===== src/rtl/fsk_spi_config.sv =====
// ============================================================================
// fsk_spi_config
//
// Write-only SPI configuration slave for the FSK modem. The three SPI pins are
// asynchronous to clk; they are brought into the clk domain through two
// synchroniser flops and a third history flop that is used for edge detection.
// 16-bit frames (MSB first, SPI mode 0) are shifted in while cs_n is low and
// decoded when cs_n rises:
//   frame[15:12] = register address, frame[11:0] = data.
//
// Ports
//   clk         in   system clock, all logic on its rising edge
//   rst         in   synchronous active-high reset
//   cs_n        in   SPI chip select (asynchronous pin, active low)
//   sck         in   SPI clock (asynchronous pin, data sampled on rising edge)
//   mosi        in   SPI data (asynchronous pin, MSB first)
//   mark_inc    out  [11:0] NCO phase increment for bit 1
//   space_inc   out  [11:0] NCO phase increment for bit 0
//   baud_div    out  [11:0] clk cycles per symbol minus one
//   ctrl        out  [3:0]  {rx_invert, tx_invert, loopback, tx_enable}
//   cfg_update  out  one-cycle pulse when a register write (or soft reset)
//                    is committed
//   frame_err   out  one-cycle pulse when a frame is rejected
// ============================================================================
module fsk_spi_config #(
    parameter logic [11:0] MARK_RST  = 12'h0C8,
    parameter logic [11:0] SPACE_RST = 12'h0F0,
    parameter logic [11:0] BAUD_RST  = 12'h1A0,
    parameter logic [3:0]  CTRL_RST  = 4'h1
) (
    input  logic        clk,
    input  logic        rst,
    input  logic        cs_n,
    input  logic        sck,
    input  logic        mosi,
    output logic [11:0] mark_inc,
    output logic [11:0] space_inc,
    output logic [11:0] baud_div,
    output logic [3:0]  ctrl,
    output logic        cfg_update,
    output logic        frame_err
);

    // ------------------------------------------------------------------
    // Pin synchronisers. Bit order in the pin vectors: {mosi, sck, cs_n}.
    // cs_n idles high, so its chain resets to 1; that way a reset never
    // fabricates a chip-select edge on its own.
    // ------------------------------------------------------------------
    localparam int          NPIN    = 3;
    localparam logic [2:0]  PIN_RST = 3'b001;
    localparam int          PIN_CS  = 0;
    localparam int          PIN_SCK = 1;
    localparam int          PIN_MOSI = 2;

    logic [NPIN-1:0] pin_raw;
    logic [NPIN-1:0] meta_q, meta_d;
    logic [NPIN-1:0] sync_q, sync_d;
    logic [NPIN-1:0] hist_q, hist_d;

    assign pin_raw = {mosi, sck, cs_n};

    always_comb begin
        meta_d = pin_raw;
        sync_d = meta_q;
        hist_d = sync_q;
    end

    generate
        for (genvar gi = 0; gi < NPIN; gi++) begin : g_sync
            always_ff @(posedge clk) begin
                if (rst) begin
                    meta_q[gi] <= PIN_RST[gi];
                    sync_q[gi] <= PIN_RST[gi];
                    hist_q[gi] <= PIN_RST[gi];
                end else begin
                    meta_q[gi] <= meta_d[gi];
                    sync_q[gi] <= sync_d[gi];
                    hist_q[gi] <= hist_d[gi];
                end
            end
        end
    endgenerate

    // Edge detection compares the synchronised value with its history copy.
    logic cs_fall;
    logic cs_rise;
    logic sck_rise;
    logic mosi_s;

    assign cs_fall  =  hist_q[PIN_CS]  & ~sync_q[PIN_CS];
    assign cs_rise  = ~hist_q[PIN_CS]  &  sync_q[PIN_CS];
    assign sck_rise = ~hist_q[PIN_SCK] &  sync_q[PIN_SCK];
    assign mosi_s   =  sync_q[PIN_MOSI];

    // ------------------------------------------------------------------
    // Frame FSM
    // ------------------------------------------------------------------
    typedef enum logic {
        IDLE  = 1'b0,
        SHIFT = 1'b1
    } state_t;

    localparam logic [4:0]  CNT_FULL   = 5'd16;
    localparam logic [4:0]  CNT_SAT    = 5'd17;
    localparam logic [3:0]  ADDR_MARK  = 4'h0;
    localparam logic [3:0]  ADDR_SPACE = 4'h1;
    localparam logic [3:0]  ADDR_BAUD  = 4'h2;
    localparam logic [3:0]  ADDR_CTRL  = 4'h3;
    localparam logic [3:0]  ADDR_SRST  = 4'hF;
    localparam logic [11:0] SRST_KEY   = 12'hA5A;

    state_t      state_q, state_d;
    logic [4:0]  cnt_q, cnt_d;
    logic [15:0] shreg_q, shreg_d;
    logic [11:0] mark_q, mark_d;
    logic [11:0] space_q, space_d;
    logic [11:0] baud_q, baud_d;
    logic [3:0]  ctrl_q, ctrl_d;
    logic        cfg_update_q, cfg_update_d;
    logic        frame_err_q, frame_err_d;

    logic [3:0]  frame_addr;
    logic [11:0] frame_data;

    assign frame_addr = shreg_q[15:12];
    assign frame_data = shreg_q[11:0];

    always_comb begin
        state_d      = state_q;
        cnt_d        = cnt_q;
        shreg_d      = shreg_q;
        mark_d       = mark_q;
        space_d      = space_q;
        baud_d       = baud_q;
        ctrl_d       = ctrl_q;
        cfg_update_d = 1'b0;
        frame_err_d  = 1'b0;

        unique case (state_q)
            IDLE: begin
                // sck activity while deselected is ignored.
                if (cs_fall) begin
                    state_d = SHIFT;
                    cnt_d   = '0;
                    shreg_d = '0;
                end
            end

            SHIFT: begin
                // cs_rise takes priority over a coincident sck_rise, so the
                // frame is judged on the bits captured before it.
                if (cs_rise) begin
                    state_d = IDLE;
                    if (cnt_q == CNT_FULL) begin
                        cfg_update_d = 1'b1;
                        unique case (frame_addr)
                            ADDR_MARK:  mark_d  = frame_data;
                            ADDR_SPACE: space_d = frame_data;
                            ADDR_BAUD:  baud_d  = frame_data;
                            ADDR_CTRL:  ctrl_d  = frame_data[3:0];
                            ADDR_SRST: begin
                                if (frame_data == SRST_KEY) begin
                                    mark_d  = MARK_RST;
                                    space_d = SPACE_RST;
                                    baud_d  = BAUD_RST;
                                    ctrl_d  = CTRL_RST;
                                end else begin
                                    cfg_update_d = 1'b0;
                                    frame_err_d  = 1'b1;
                                end
                            end
                            default: begin
                                cfg_update_d = 1'b0;
                                frame_err_d  = 1'b1;
                            end
                        endcase
                    end else begin
                        frame_err_d = 1'b1;
                    end
                end else if (sck_rise) begin
                    shreg_d = {shreg_q[14:0], mosi_s};
                    // Saturating at 17 keeps over-long frames distinguishable
                    // from exact 16-bit frames without wrapping.
                    if (cnt_q != CNT_SAT) begin
                        cnt_d = cnt_q + 5'd1;
                    end
                end
            end

            default: begin
                state_d = IDLE;
            end
        endcase
    end

    always_ff @(posedge clk) begin
        if (rst) begin
            state_q      <= IDLE;
            cnt_q        <= '0;
            shreg_q      <= '0;
            mark_q       <= MARK_RST;
            space_q      <= SPACE_RST;
            baud_q       <= BAUD_RST;
            ctrl_q       <= CTRL_RST;
            cfg_update_q <= 1'b0;
            frame_err_q  <= 1'b0;
        end else begin
            state_q      <= state_d;
            cnt_q        <= cnt_d;
            shreg_q      <= shreg_d;
            mark_q       <= mark_d;
            space_q      <= space_d;
            baud_q       <= baud_d;
            ctrl_q       <= ctrl_d;
            cfg_update_q <= cfg_update_d;
            frame_err_q  <= frame_err_d;
        end
    end

    assign mark_inc   = mark_q;
    assign space_inc  = space_q;
    assign baud_div   = baud_q;
    assign ctrl       = ctrl_q;
    assign cfg_update = cfg_update_q;
    assign frame_err  = frame_err_q;

endmodule

===== config.mk =====
export PLATFORM = sky130hd
export DESIGN_NAME = fsk_spi_config
export DESIGN_NICKNAME = d
export VERILOG_FILES = /design/src/rtl/fsk_spi_config.sv
export SDC_FILE = /design/constraint.sdc
export NUM_CORES = 1
export LEC_CHECK = 0
export ABC_AREA = 0
export CORE_UTILIZATION = 56
export DETAILED_ROUTE_END_ITERATION = 6
export GPL_TIMING_DRIVEN = 0
export PLACE_DENSITY = 0.92
export SLEW_MARGIN = 15
export SYNTH_ARGS = -nofsm -noshare
export SYNTH_HDL_FRONTEND = slang
export SYNTH_SLANG_ARGS = --single-unit
export TNS_END_PERCENT = 100

===== constraint.sdc =====
create_clock -name clk -period 3 [get_ports clk]
set_input_delay 0.3 -clock clk [delete_from_list [all_inputs] [get_ports clk]]
set_output_delay 0.3 -clock clk [all_outputs]
set_load 0.02 [all_outputs]

[Word level (Yosys, flattened, before mapping)]
Cells that the tools add are included.
Cells by class
  reduce and logical (&&, ||, !) cells: 14
  mux-type cells: 25
  add/subtract/negate cells: 1
  eq/ne operators: 12
  bitwise operators: 9
Operators by type and width (number)
  12-bit case mux with 2 select lines: 3
  16-bit 2-to-1 mux: 3
  12-bit 2-to-1 mux: 3
  16-bit case mux with 2 select lines: 1
  5-bit 2-to-1 mux: 4
  5-bit AND reduction: 4
  12-bit equality test, second input constant: 1
  5-bit case mux with 2 select lines: 1
  4-bit by 2-bit equality test with 1-bit output, second input constant: 2
  2-bit inequality test, second input constant: 4
  4-bit case mux with 2 select lines: 1
  2-bit nonzero test: 4
  4-bit OR reduction: 2
  1-bit inverter: 6
  1-bit case mux with 2 select lines: 3
  5-bit by 1-bit adder with 5-bit output, second input constant: 1
  5-bit equality test, second input constant: 1
  1-bit 2-to-1 mux: 5
  5-bit inequality test, second input constant: 1
  4-bit by 1-bit equality test with 1-bit output, second input constant: 1
  4-bit equality test, second input constant: 1
  4-bit logical NOT: 1
  4-bit 2-to-1 mux: 1
  4-bit AND reduction: 1
  4 further kinds: 6
Storage, ports and cells
  register bits after elaboration: 72
  bits of input ports: 5
  word-level logic and storage cells: 78
  output and inout port bits: 42

[Logic depth before layout (Yosys ltp)]
  word-level depth: 5
  depth in mapped cells: 8
  mapped depth without buffers: 6

[Worst setup path after synthesis]
No wires, ideal clock.
  kind: register to register
  from: reg cnt_q[0]
  to: reg ctrl_q[1], in the netlist ctrl[1]
  required time: 2.871 ns
  period minus slack after synthesis: 1.812 ns
  data arrival time: 1.684 ns
  cell stages (with the launch flop): 8
  setup slack: 1.188 ns
  path buffers: 1
  cell sequence: dfxtp_1 -> inv_1 -> ha_1 -> nand4bb_1 -> buf_2 -> or4_1 -> o21ai_0 -> a21oi_1
Between the ends
  longest elaborated chain between the ends: 2
RTL lines
  from (decl): line 113  | logic [4:0] cnt_q, cnt_d;
  from (signal assigned): line 209  | cnt_q <= cnt_d;
  5-bit equality test: line 154  | if (cnt_q == CNT_FULL) begin
  5-bit AND reduction (no source line)
  to (signal assigned): line 214  | ctrl_q <= ctrl_d;
  to (decl): line 118  | logic [3:0] ctrl_q, ctrl_d;
No other way between the ends.
A chain may end at the register's enable or synchronous reset.

[Final worst setup path]
  from: reg cnt_q[1]
  to: reg ctrl_q[1], in the netlist ctrl[1]
Same word-level chain as after synthesis.

==> flow_summary.ini <==
[setup_path]
crit_end = ctrl[1]$_SDFFE_PP0P_
r2r-end = ctrl[1]$_SDFFE_PP0P_
worstPathRequired_ps = 3220
critical_path.max_fanout = 10
crit_chain = inv_1 > ha_1 > nand4bb_1 > buf_2 > or4_1 > o21ai_0 > a21oi_1
cp-startpoint = cnt_q[1]$_SDFFE_PP0P_
ff2ff_setup_slack_ps = 850
max_stage_delay_ps = 610
worstReg2RegStart = cnt_q[1]$_SDFFE_PP0P_
worst_path_max_delay_cell = or4_1
criticalPathCategory = register to register
crit_arrival_ps = 2370
critPathLaunchType = register
worstSetupEndpointType = register
ff2ff_path_depth = 7
cp_num_buf_inv = 2
worstSetupPathDepth = 7
crit_family = simple AND/OR/NAND/NOR gates

[floorplan]
rows = 25
start_util_pct = 59.5
chipHeight_um = 73.8
die_w_um = 73.8
io_pins = 47
die_area_mm2 = 0.00544
core_area_mm2 = 0.00485

[final_layout]
area_delta_synth_final_pct = 27.7
finalNetCount = 378
instances_no_fill = 442
drive_gt1_share_pct = 10.9
diodes = 0
design_area_mm2 = 0.00368
n_fill_cell = 340
final_util_pct = 76.0

[grt]
antenna_found_initial = 0
grt_max_degree = 13
grt_pass1_vias = 2521
track_usage_pct = 30.6
overflow = 0
grt_pass1_wl_um = 12300

[placed_design]
postPlaceCellArea_mm2 = 0.00343
port_buffers = 46
dp.cells = 426
place.gp.congestion = 0.861
dpl.hpwl_um = 5070

[synth]
synthesis.instances = 313
seq_area_frac_synth_pct = 50.0
ys_types = 42
yosys_warnings = 0
synth-seq-cells = 72
synth.cell_area_mm2 = 0.00289
synth_nets = 321
synth_area_per_cell_um2 = 9.22

[cts]
cts.sinks = 72
root_buffer = clkbuf_8
ctsHoldBuffers = 0
htreeDepth = 3
numCtsBuffers = 9
cts.clk_slew.worst_paths_ps = 70
cts_buffer_depth = 2
ctsResizeCount = 0
clk_latency_ps = 350
cts_tree = built
postCtsSetupBuffers = 0

[power_and_ir_drop]
vdd_drop_max_mv = 0.348
power_switching_uw = 394
intPower_uw = 1570
pwr-share-clk_pct = 48.6
p_seq_share_pct = 49.1
p_sw_share_pct = 20.0
p_per_area_mw_per_mm2 = 534
p_comb_share_pct = 2.3
p_leak_uw = 0.00130

[drt]
routed_wl_um = 7590
ant_nets = 0
viasPerCell = 6.23
first_iter_violations = 331
remaining_drc_errors = 0
drtPass1Iterations = 5
num_vias = 2753
wire_per_inst_um = 17.2

[sta]
slew_viol_final = 0
period_needed_ps = 2150
fmax_ghz = 0.464
rsz0062_at_grt = false
hold_ws_ps = 419
tightest_slew_ps = 713
finalCritPeriodShare_pct = 71.8
fin_skew_ps = 7.02
max-slew-margin-rel_pct = 52.0
finalHoldViolCount = 0
finalSetupViolations = 0
fin_tns_setup_ps = 0

[flow_run]
maxCapViolCount = 0

[status]
status = completed

[worst_hold_path]
hp-class = register to register
## layout make-up
type | instances | area [µm²] | area share, %
buffer | 25 | 110 | 2.99
clock buffer | 11 | 151 | 4.11
clock inverter | 5 | 103 | 2.79
inverter | 4 | 15.0 | 0.408
multi-input combinational | 212 | 1320 | 35.8
sequential | 72 | 1440 | 39.1
tap | 67 | 83.8 | 2.28
timing repair buffer | 46 | 460 | 12.5
## state kept, by name, indices dropped and copies added, names as in the netlist
name	cells
shreg_q	16
mosi_s	1
space_inc	12
ctrl	4
mark_inc	12
cnt_q	5
state_q	1
hist_q	2
cfg_update	1
meta_q	3
frame_err	1
hist_d	2
baud_div	12
## power by group through the flow
stage / sequential (µW) / combinational (µW) / clock, µW
2_1_floorplan: 986 / 27.4 / 0
3_5_place_dp: 988 / 43.2 / 0
5_1_grt: 966 / 48.3 / 999
6_report: 966 / 44.6 / 956
4_1_cts: 966 / 44.2 / 960
3_3_place_gp: 987 / 41.7 / 0
## synthesized netlist by cell type
| library cell | number | area share [%] |
|---|---|---|
| dfxtp_1 | 72 | 50 |
| a21oi_1 | 41 | 7.1 |
| nand3_1 | 28 | 4.9 |
| o21ai_1 | 22 | 3.8 |
| nor2_1 | 21 | 2.7 |
| a22oi_1 | 16 | 4.2 |
| clkbuf_1 | 15 | 2.0 |
| o21ai_0 | 9 | 1.6 |
| o21bai_1 | 9 | 2.3 |
| buf_2 | 7 | 1.2 |
| nor2b_1 | 6 | 1.3 |
| nor3_1 | 5 | 0.87 |
| nor3_2 | 5 | 1.7 |
| inv_1 | 4 | 0.52 |
| or2_2 | 4 | 0.87 |
| or3_1 | 4 | 0.87 |
| a211o_1 | 3 | 0.91 |
| a22o_1 | 3 | 0.91 |
| and4_1 | 3 | 0.91 |
| ha_1 | 3 | 1.3 |
| nor4_1 | 3 | 0.65 |
| or4_1 | 3 | 0.78 |
| a211oi_2 | 2 | 0.87 |
| a41oi_1 | 2 | 0.61 |
| buf_4 | 2 | 0.52 |
| nand2_1 | 2 | 0.26 |
| nor4b_1 | 2 | 0.61 |
| o32a_1 | 2 | 0.69 |
| or4b_1 | 2 | 0.69 |
| a211oi_4 | 1 | 0.69 |
| a21oi_2 | 1 | 0.30 |
| a31o_1 | 1 | 0.30 |
| a31oi_2 | 1 | 0.43 |
| buf_1 | 1 | 0.13 |
| nand2b_1 | 1 | 0.22 |
| nand3b_1 | 1 | 0.26 |
| nand4_2 | 1 | 0.43 |
| nand4b_1 | 1 | 0.30 |
| nand4bb_1 | 1 | 0.39 |
| nor3b_1 | 1 | 0.26 |
| or4_4 | 1 | 0.39 |
| xor2_1 | 1 | 0.30 |
## cells in the final DEF, fill, tap and decap left out, types with 4 or more instances in the layout
master	count
a21oi_1	41
a22oi_1	16
buf_2	7
clkbuf_1	15
clkbuf_8	11
clkdlybuf4s50_1	46
dfxtp_1	72
inv_1	4
nand3_1	28
nor2_1	21
nor2b_1	6
nor3_1	5
nor3_2	5
o21ai_0	9
o21ai_1	22
o21bai_1	9
or2_2	4
or3_1	4
## cell families (layout without fill, tap and decap cells)
kind of cell	count (synthesis)	count (layout)	share of synthesized area, %
flops	72	72	50.0
xor+xnor	1	1	0.304
fa+ha+maj	3	3	1.30
simple gates	95	95	19.4
buf+inv	29	91	4.34
compound gates	113	113	24.7
## per-stage QoR
stage	setup WS, ps	power, µW
5_1_grt	705	2010
4_1_cts	903	1970
3_5_place_dp	935	1030
6_report	846	1970
3_3_place_gp	1000	1030
2_1_floorplan	1190	1010
## metal layers
metal  track usage, %  wire length (µm)  vias to the layer above
met5                0                 0                        -
met4             17.7               186                        0
met3             5.08               612                       25
met2             49.0              3630                      144
met1             39.0              3160                     1315
li1                 -                 -                     1269
## how the worst min path moves through the flow
| stage | start | cells after the start | slack [ps] | end |
|---|---|---|---|---|
| after floorplan | meta_q[0]$_SDFF_PP1_ | 1 | 390 | hist_d[0]$_SDFF_PP1_ |
| after global placement | meta_q[0]$_SDFF_PP1_ | 1 | 390 | hist_d[0]$_SDFF_PP1_ |
| after detailed placement | meta_q[0]$_SDFF_PP1_ | 1 | 400 | hist_d[0]$_SDFF_PP1_ |
| after CTS | meta_q[0]$_SDFF_PP1_ | 1 | 430 | hist_d[0]$_SDFF_PP1_ |
| after global routing | meta_q[0]$_SDFF_PP1_ | 1 | 440 | hist_d[0]$_SDFF_PP1_ |
| final | meta_q[0]$_SDFF_PP1_ | 1 | 420 | hist_d[0]$_SDFF_PP1_ |
No activity file was read; power rests on OpenSTA's default activity.
